File: config.mk
export PLATFORM = sky130hd
export DESIGN_NAME = axis_frame_fifo
export DESIGN_NICKNAME = d
export VERILOG_FILES = /design/src/rtl/axis_frame_fifo.sv
export SDC_FILE = /design/constraint.sdc
export NUM_CORES = 1
export LEC_CHECK = 0
export CAP_MARGIN = 15
export CELL_PAD_IN_SITES_DETAIL_PLACEMENT = 0
export CELL_PAD_IN_SITES_GLOBAL_PLACEMENT = 1
export CORE_ASPECT_RATIO = 0.8
export CORE_MARGIN = 8
export CORE_UTILIZATION = 50
export DETAILED_ROUTE_END_ITERATION = 10
export PLACE_DENSITY = 0.83
export SYNTH_ARGS = -nofsm -noshare
export SYNTH_HDL_FRONTEND = slang
export SYNTH_SLANG_ARGS = --single-unit
File: constraint.sdc
create_clock -name clk -period 5.7 [get_ports clk]
set_input_delay 1.425 -clock clk [delete_from_list [all_inputs] [get_ports clk]]
set_output_delay 1.425 -clock clk [all_outputs]
set_load 0.005 [all_outputs]
File: src/rtl/axis_frame_fifo.sv
// First-word-fall-through buffer for the converter's tnext/tvalid/tfirst stream.
// Reports stored-word occupancy and the number of frame starts currently held.
module axis_frame_fifo #(
  parameter int W     = 3,
  parameter int DEPTH = 16
) (
  input  logic         clk,
  input  logic         rst,
  input  logic         clr,
  output logic         s_axis_tnext,
  input  logic [W-1:0] s_axis_tdata,
  input  logic         s_axis_tfirst,
  input  logic         s_axis_tvalid,
  input  logic         m_axis_tnext,
  output logic [W-1:0] m_axis_tdata,
  output logic         m_axis_tfirst,
  output logic         m_axis_tvalid,
  output logic [15:0]  level,
  output logic [15:0]  frames
);

  localparam int AW = $clog2(DEPTH);

  logic [W:0]    mem [DEPTH];
  logic [AW-1:0] wr_ptr;
  logic [AW-1:0] rd_ptr;
  logic [AW:0]   count;
  logic [AW:0]   frame_cnt;
  logic [W:0]    head;
  logic          full;
  logic          push;
  logic          pop;
  logic          push_first;
  logic          pop_first;

  // DEPTH is a power of two and count never exceeds it, so the MSB alone marks full.
  assign full       = count[AW];
  assign head       = mem[rd_ptr];

  assign s_axis_tnext  = rst & ~full;
  assign m_axis_tvalid = (count != '0);
  assign m_axis_tdata  = head[W-1:0];
  assign m_axis_tfirst = head[W] & m_axis_tvalid;

  assign push       = s_axis_tvalid & s_axis_tnext;
  assign pop        = m_axis_tvalid & m_axis_tnext;
  assign push_first = push & s_axis_tfirst;
  assign pop_first  = pop & head[W];

  always_comb begin
    level           = '0;
    level[AW:0]     = count;
    frames          = '0;
    frames[AW:0]    = frame_cnt;
  end

  always_ff @(posedge clk) begin
    if (push && !clr) begin
      mem[wr_ptr] <= {s_axis_tfirst, s_axis_tdata};
    end
  end

  always_ff @(posedge clk or negedge rst) begin
    if (!rst) begin
      wr_ptr    <= '0;
      rd_ptr    <= '0;
      count     <= '0;
      frame_cnt <= '0;
    end else if (clr) begin
      wr_ptr    <= '0;
      rd_ptr    <= '0;
      count     <= '0;
      frame_cnt <= '0;
    end else begin
      if (push) wr_ptr <= wr_ptr + {{(AW-1){1'b0}}, 1'b1};
      if (pop)  rd_ptr <= rd_ptr + {{(AW-1){1'b0}}, 1'b1};
      count     <= count + {{AW{1'b0}}, push} - {{AW{1'b0}}, pop};
      frame_cnt <= frame_cnt + {{AW{1'b0}}, push_first} - {{AW{1'b0}}, pop_first};
    end
  end

endmodule

* After elaboration in Yosys (flattened, before gate mapping)
Memory sizes are Yosys's and may differ from the RTL's.
Index checks and enable logic that the tools add are counted.
** Storage, ports and cells
- Output and inout bits :: 38
- Register bits after elaboration :: 18
- Memory bits (writable) :: 64
- Memories kept :: 1
** Memory list
- mem :: depth 16, bits a word 4, read ports 1, clocked after memory_dff 0, write ports 1, RTL line 24 : logic [W:0] mem [DEPTH];
** Operators by class
- Bitwise logic cells :: 7
- Add/subtract/negate cells :: 6
- Reductions and logical operators :: 5
- Multiplexer cells :: 8
** Operator list (number)
- $mux 4 :: 4
- $add 5x1->5 :: 2
- $mux 5 :: 2
- $sub 5x1->5 :: 2
- $add 4x1->4 const B :: 2
- $and 1x1->1 :: 6
- $reduce_bool 5->1 :: 1
- $reduce_bool 2->1 :: 2
- $mux 1 :: 2
- $logic_and 1x1->1 :: 1
- $logic_not 1->1 :: 1
- $not 1->1 :: 1

* Logic depth before layout (Yosys ltp)
Gate-level depths: netlist (run 1).
- Word-level depth :: 7
- Depth in mapped cells :: 15
- Gate-level depth less buffers :: 14

* Worst setup path before layout (run 1)
No wires, ideal clock.
- Kind :: input -> register
- From :: input s_axis_tvalid
- To :: register count[4]
- Library setup time :: 0.078 ns
- Data arrival time :: 3.295 ns
- Cell stages on the path :: 11
- Path slack :: 2.327 ns
- Required time :: 5.622 ns
- Path through :: and3b_1 -> buf_2 -> inv_2 -> ha_1 -> inv_1 -> ha_1 -> fa_1 -> a21oi_1 -> nor2_1 -> or3_1 -> a21oi_1
** On the way
- Word-level cells in the longest chain between the ends :: 4
** Ends and longest elaborated chain
- start, declared :: RTL line 13 : input logic s_axis_tvalid,
- $and 1x1->1 :: RTL line 45 : assign push = s_axis_tvalid & s_axis_tnext;
- $add 5x1->5 :: RTL line 77 : count <= count + {{AW{1'b0}}, push} - {{AW{1'b0}}, pop};
- $sub 5x1->5 :: RTL line 77
- $mux 5 :: RTL line 69 : end else if (clr) begin
- end signal, assigned :: RTL line 77
- end, declared :: RTL line 27 : logic [AW:0] count;
Every way passes these cells.
A chain may end at the register's enable or synchronous reset.

* Final worst setup path (run 1)
- From :: input rst
- To :: output s_axis_tnext
** On the way
- Word-level cells in the longest chain between the ends :: 1
** Ends and longest elaborated chain
- start, declared :: RTL line 8 : input logic rst,
- $and 1x1->1 :: RTL line 40 : assign s_axis_tnext = rst & ~full;
- end, declared :: RTL line 10 : output logic s_axis_tnext,
Every way passes these cells.

==> results of run 1 <==
logic make-up (layout without fill, tap and decap cells):
| kind of cell | Yosys count | in the layout | synth area share, % |
|---|---|---|---|
| fa+ha+maj | 18 | 18 | 6.13 |
| mux | 18 | 18 | 10.4 |
| flops | 82 | 82 | 60.5 |
| compound gates | 20 | 20 | 3.38 |
| other cells | 1 | 22 | 0.0957 |
| xor+xnor | 11 | 11 | 2.46 |
| buf+inv | 53 | 64 | 7.89 |
| simple gates | 67 | 67 | 9.10 |
stage by stage:
step	total power [mW]	area, um2	hold slack, ns
floorplan	1.12	4000	0.556
CTS	1.71	4360	0.628
detailed placement	1.29	4160	0.616
global route	1.80	4360	0.656
finish	1.69	4360	0.619
global placement	1.28	4160	0.591
worst max-delay path by stage:
stage              endpoint  slack (ns)  depth (start not counted)     startpoint
2_1_floorplan      count[4]        2.33                         11  s_axis_tvalid
3_3_place_gp   s_axis_tnext        1.45                          4            rst
3_5_place_dp       count[4]        1.36                         12            rst
4_1_cts        s_axis_tnext        1.43                          4            rst
5_1_grt        s_axis_tnext        1.37                          4            rst
6_report       s_axis_tnext        1.46                          4            rst
placed cells by master, fill, tap and decap left out, types with 2 or more instances in the layout:
master           count
edfxtp_1            64
clkdlybuf4s50_1     24
nor2_1              22
conb_1              22
inv_1               21
dfrtp_1             18
ha_1                16
mux4_1              14
and2_1              14
clkbuf_8             9
nor2b_1              8
nand2_1              8
a21oi_1              7
a22oi_1              6
xor2_1               6
xnor2_1              5
mux2i_1              4
nand3_1              4
a21o_1               2
o21ai_0              2
nand4_1              2
fa_1                 2
inv_6                2
clkinvlp_4           2
buf_4                2
flip-flops by register name, indices dropped and copies added (netlist names):
register / flops
count: 5
frame_cnt: 5
rd_ptr: 4
mem: 64
wr_ptr: 4
per-layer routing:
layer,track usage [%],vias up
li1,-,988
met4,4.58,0
met5,0,-
met1,16.8,986
met3,4.24,7
met2,21.7,42
power breakdown:
part / internal, mW / total (mW) / switching, mW
Clock: 0.205 / 0.424 / 0.218
Combinational: 0.291 / 0.539 / 0.248
Sequential: 0.685 / 0.730 / 0.0449
Total: 1.18 / 1.69 / 0.511
tightest hold or removal path: cells and delay by family (launching register included):
| family | cells | cell delay (ns) |
|---|---|---|
| simple gates | 1 | 0.08 |
| compound gates | 1 | 0.07 |
| flops | 1 | 0.44 |
area by class of cell:
class / instances / share of cell area, %
clock buffers: 9 / 2.84
clock inverters: 7 / 1.75
inverters: 22 / 1.89
multi-input cells: 156 / 30.2
flip-flops and latches: 82 / 54.4
well taps: 108 / 3.10
repair buffers: 26 / 5.85
==> impl_metrics.ini, run 1 <==
[status]
status = complete, no violations

[route]
drt_pre_antenna_iters = 4
dr_wl_met2_um = 3110
drt_wl_total_um = 6690
vias_per_cell = 4.93
drc = 0
vias = 2023
dr.max_layer_used = met4
ant_nets = 0
post_drt_wl_per_cell_um = 16.3
drt_iter0_markers = 127
wl_met1_um = 3140
route.met3.wl_um = 345

[power]
peakVddDrop_mv = 0.244
p_leak_nw = 1.66
power_density_nw_per_um2 = 388

[timing]
min_period_ns = 4.24
drv_slew = 0
relSlewSlack_pct = 44.8
worstMarginPinSlew_ns = 0.825
fin_ws_ns = 1.46
skew_ns = 0.00824
setup-violations-final = 0
period_share_pct = 74.4
hold_viol_final = 0
final.setup.tns_ns = 0
grt_setup_unrepaired = no
fmax_mhz = 236

[layout]
nets = 324
multiInputGateArea_um2 = 1320
ff_latch_area_um2 = 2370
nFillCells = 634
stdcell_count = 410
synthToLayoutAreaGrowth_pct = 11.3
diodes = 0
drive_gt1_share_pct = 6.95
final_core_util_pct = 56.2

[clock_network]
clock_sinks = 82
cts_tree = built
cts_made_buffers = 9
root_buffer = clkbuf_8
htreeDepth = 3
cts-resized-gates = 0
clockBufferDepth = 2
clkSlewWorstSetupHoldPaths_ns = 0.09
postCtsSetupBuffers = 0
holdBufCountCts = 0
clk_latency_ns = 0.36

[critical_path]
cp-start-kind = input port
rrSetupSlack_ns = 2.21
rr_worst_depth = 14
cp_common_cell = clkdlybuf4s50_1
cp.arrival_ns = 2.81
crit_fanout = 20
cp_num_buf_inv = 3
cp.required_ns = 4.28
cp_top_family = buffers and inverters
rr_endpoint = frame_cnt[4]
cp_slowest_cell = clkdlybuf4s50_1
slowest_delay_ns = 0.51
worstSetupPathType = input port to primary output
r2r_start = rd_ptr[0]
cp_cell_sequence = clkdlybuf4s50_1 -> buf_4 -> nor2b_1 -> clkdlybuf4s50_1
endpoint_kind = primary output

[synthesis]
synth_top_area_share_pct = 49.0
ys_seq_area_share_pct = 60.5
yosys.area.top_type = edfxtp_1
synth_commonest_cells = edfxtp_1, buf_4, nor2_1
ys.flop_type = edfxtp_1
yosysMostFrequentCell = edfxtp_1
synth_edf_count = 64
yosysWarnings = 0
synthDistinctLibCells = 39
syn_avg_cell_area_um2 = 14.5
synth.area.top_cells = edfxtp_1, dfrtp_1, mux4_1
synth_cells = 270
postSynth.asyncResetShare_pct = 22.0
syn-cell-area_um2 = 3920
yosys_register_bits = 82

[floorplan]
start_util_pct = 50.5
chipHeight_um = 95.2
die-area_um2 = 10900
io_pins = 47
die_w_um = 115
num_rows = 29
core_region_area_um2 = 7760

[hold_path]
min_from = wr_ptr[1]
whs_path_depth = 2
hold_class = flip-flop to flip-flop
holdPathEnd = wr_ptr[1]

[place]
gp_congestion = 0.762
dp_hpwl_um = 4860
pre_cts_ws_ns = 1.36
io_buffers = 24
dp_cells = 394

[grt]
overflow = 0
grtUsageTotal_pct = 13.4
grt_pass1_wl_um = 10900
grt_max_degree = 23
antenna_found_initial = 0
grt_pass1_vias = 2053

[flow_run]
maxCapViolations = 0
Power figures use the tool's default switching activity.
==> inputs of run 2 (changes only) <==
--- a/config.mk
+++ b/config.mk
@@ -10,9 +10,9 @@
 export CELL_PAD_IN_SITES_GLOBAL_PLACEMENT = 1
 export CORE_ASPECT_RATIO = 0.8
 export CORE_MARGIN = 8
-export CORE_UTILIZATION = 50
+export CORE_UTILIZATION = 46
 export DETAILED_ROUTE_END_ITERATION = 10
-export PLACE_DENSITY = 0.83
+export PLACE_DENSITY = 0.77
 export SYNTH_ARGS = -nofsm -noshare
 export SYNTH_HDL_FRONTEND = slang
 export SYNTH_SLANG_ARGS = --single-unit
==> constraint.sdc (replaced) <==
create_clock -name clk -period 3.95 [get_ports clk]
set_input_delay 0.9875 -clock clk [delete_from_list [all_inputs] [get_ports clk]]
set_output_delay 0.9875 -clock clk [all_outputs]
set_load 0.005 [all_outputs]
==> run 2 against run 1 <==
Against the previous run: global-route usage fell by 0.81 points; sequential share of layout area fell by 0.56 points; core utilization fell by 3.5 points; critical path depth rose by 1; wire length rose by 6.3%; clock power rose by 54%; combinational power rose by 46%; sequential cell count did not move.
==> impl_metrics.ini, run 2 (same netlist as run 1, synthesis figures left out) <==
[layout]
final_cell_mix = edfxtp_1, clkdlybuf4s50_1, nor2_1, conb_1, inv_1
synthToLayoutAreaGrowth_pct = 12.5
fin_area_um2 = 4410
nets = 327
largest_reg_flops = 64
stdcell_count = 417
final_common_cell = edfxtp_1
drive_gt1_share_pct = 7.21
reg_top3 = mem: 64 flops, count: 5 flops, frame_cnt: 5 flops
diodes = 0
top_register = mem

[route]
wl_met1_um = 3210
vias_per_cell = 4.93
route.met3.wl_um = 369
ant_nets = 0
drc = 0
post_drt_wl_per_cell_um = 17.1
drt_iter0_markers = 91
dr_wl_met2_um = 3400
dr.max_layer_used = met4
drt_pre_antenna_iters = 4
drt_wl_total_um = 7110
vias = 2054

[place]
io_buffers = 24
placed_area_um2 = 4190
dp_hpwl_um = 5380
gp_congestion = 0.748
pre_cts_ws_ns = 0.393
dp_cells = 401

[critical_path]
cp-start-kind = flip-flop
worstSetupPathType = flip-flop to primary output
cp.required_ns = 2.96
cp_cell_sequence = buf_4 -> mux4_1 -> a22oi_1 -> nand2_1 -> clkdlybuf4s50_1
crit_fanout = 13
endpoint_kind = primary output
slowest_delay_ns = 0.62
cp.arrival_ns = 2.71
cp_slowest_cell = dfrtp_1

[timing]
setup-violations-final = 0
period_share_pct = 93.6
worstMarginPinSlew_ns = 0.689
skew_ns = 0.00920
hold_viol_final = 0
final.setup.tns_ns = 0
relSlewSlack_pct = 53.4
fin_ws_ns = 0.253
drv_slew = 0
fmax_mhz = 270
min_period_ns = 3.70
grt_setup_unrepaired = no

[grt]
grt_max_degree = 20
grt_pass1_wl_um = 11200
overflow = 0
antenna_found_initial = 0
grtUsageTotal_pct = 12.6
grt_pass1_vias = 2102

[power]
switchingPower_mw = 0.723
peakVddDrop_mv = 0.390
p_leak_nw = 1.68
clock_power_share_pct = 26.2
seqPwrFrac_pct = 42.3
p_int_mw = 1.77
switching_share_pct = 29.0
combPwrFrac_pct = 31.5
power_density_nw_per_um2 = 567

[clock_network]
cts-resized-gates = 0
root_buffer = clkbuf_8
htreeDepth = 3
cts_tree = built
postCtsSetupBuffers = 0
clock_sinks = 82
clockBufferDepth = 2
clkSlewWorstSetupHoldPaths_ns = 0.08
cts_made_buffers = 9
holdBufCountCts = 0
clk_latency_ns = 0.35

[floorplan]
num_rows = 30
die-area_um2 = 11700
core_region_area_um2 = 8370
io_pins = 47
die_w_um = 119
start_util_pct = 46.8
chipHeight_um = 98.6

[hold_path]
hold_class = flip-flop to flip-flop

[flow_run]
maxCapViolations = 0

[status]
status = complete, no violations
## run 2: per-stage QoR
stage                     total power, mW  hold slack [ns]  util (%)
after floorplan                      1.61            0.556         -
after CTS                            2.53            0.611      52.6
after detailed placement             1.87            0.599      50.0
final                                2.50            0.605      52.6
after global placement               1.86            0.594      50.0
after global routing                 2.65            0.632      52.6
## run 2: final timing paths
path | slack [ns] | from | cells after the start | endpoint
setup / recovery | 0.25 | rd_ptr[0] | 5 | m_axis_tdata[1]
hold / removal | 0.60 | wr_ptr[1] | 2 | wr_ptr[1]
setup reg to reg | 0.60 | rd_ptr[0] | 13 | frame_cnt[4]
hold reg to reg | 0.60 | wr_ptr[1] | 2 | wr_ptr[1]
max in group asynchronous | 2.74 | rst | 2 | rd_ptr[0]
min in group asynchronous | 1.00 | rst | 2 | rd_ptr[1]
## run 2: power by group through the flow
| stage | Sequential (mW) | Clock [mW] | Combinational [mW] |
|---|---|---|---|
| after floorplan | 1.05 | 0 | 0.557 |
| after global placement | 1.08 | 0 | 0.782 |
| after detailed placement | 1.08 | 0 | 0.793 |
| after CTS | 1.06 | 0.677 | 0.800 |
| after global routing | 1.06 | 0.708 | 0.883 |
| final | 1.06 | 0.655 | 0.786 |
## run 2: critical path: cells and delay by family, from the launching register on
family / cells / cell delay (ns)
buffers and inverters: 2 / 0.78
flip-flops: 1 / 0.62
multiplexers: 1 / 0.60
AO/OA/AOI/OAI: 1 / 0.27
AND/OR/NAND/NOR: 1 / 0.09
## run 2: area by class of cell
type / count / area (um2)
Timing Repair Buffer: 29 / 278
Inverter: 22 / 82.6
Multi-Input combinational cell: 156 / 1320
Fill cell: 714 / 3960
Tap cell: 112 / 140
Sequential cell: 82 / 2370
Clock inverter: 5 / 86.3
Clock buffer: 11 / 131
## run 2: layer usage
| layer | global-route usage [%] | vias to the layer above |
|---|---|---|
| met5 | 0 | - |
| met4 | 5.92 | 0 |
| met3 | 3.09 | 9 |
| met2 | 20.9 | 54 |
| met1 | 15.1 | 998 |
| li1 | - | 993 |
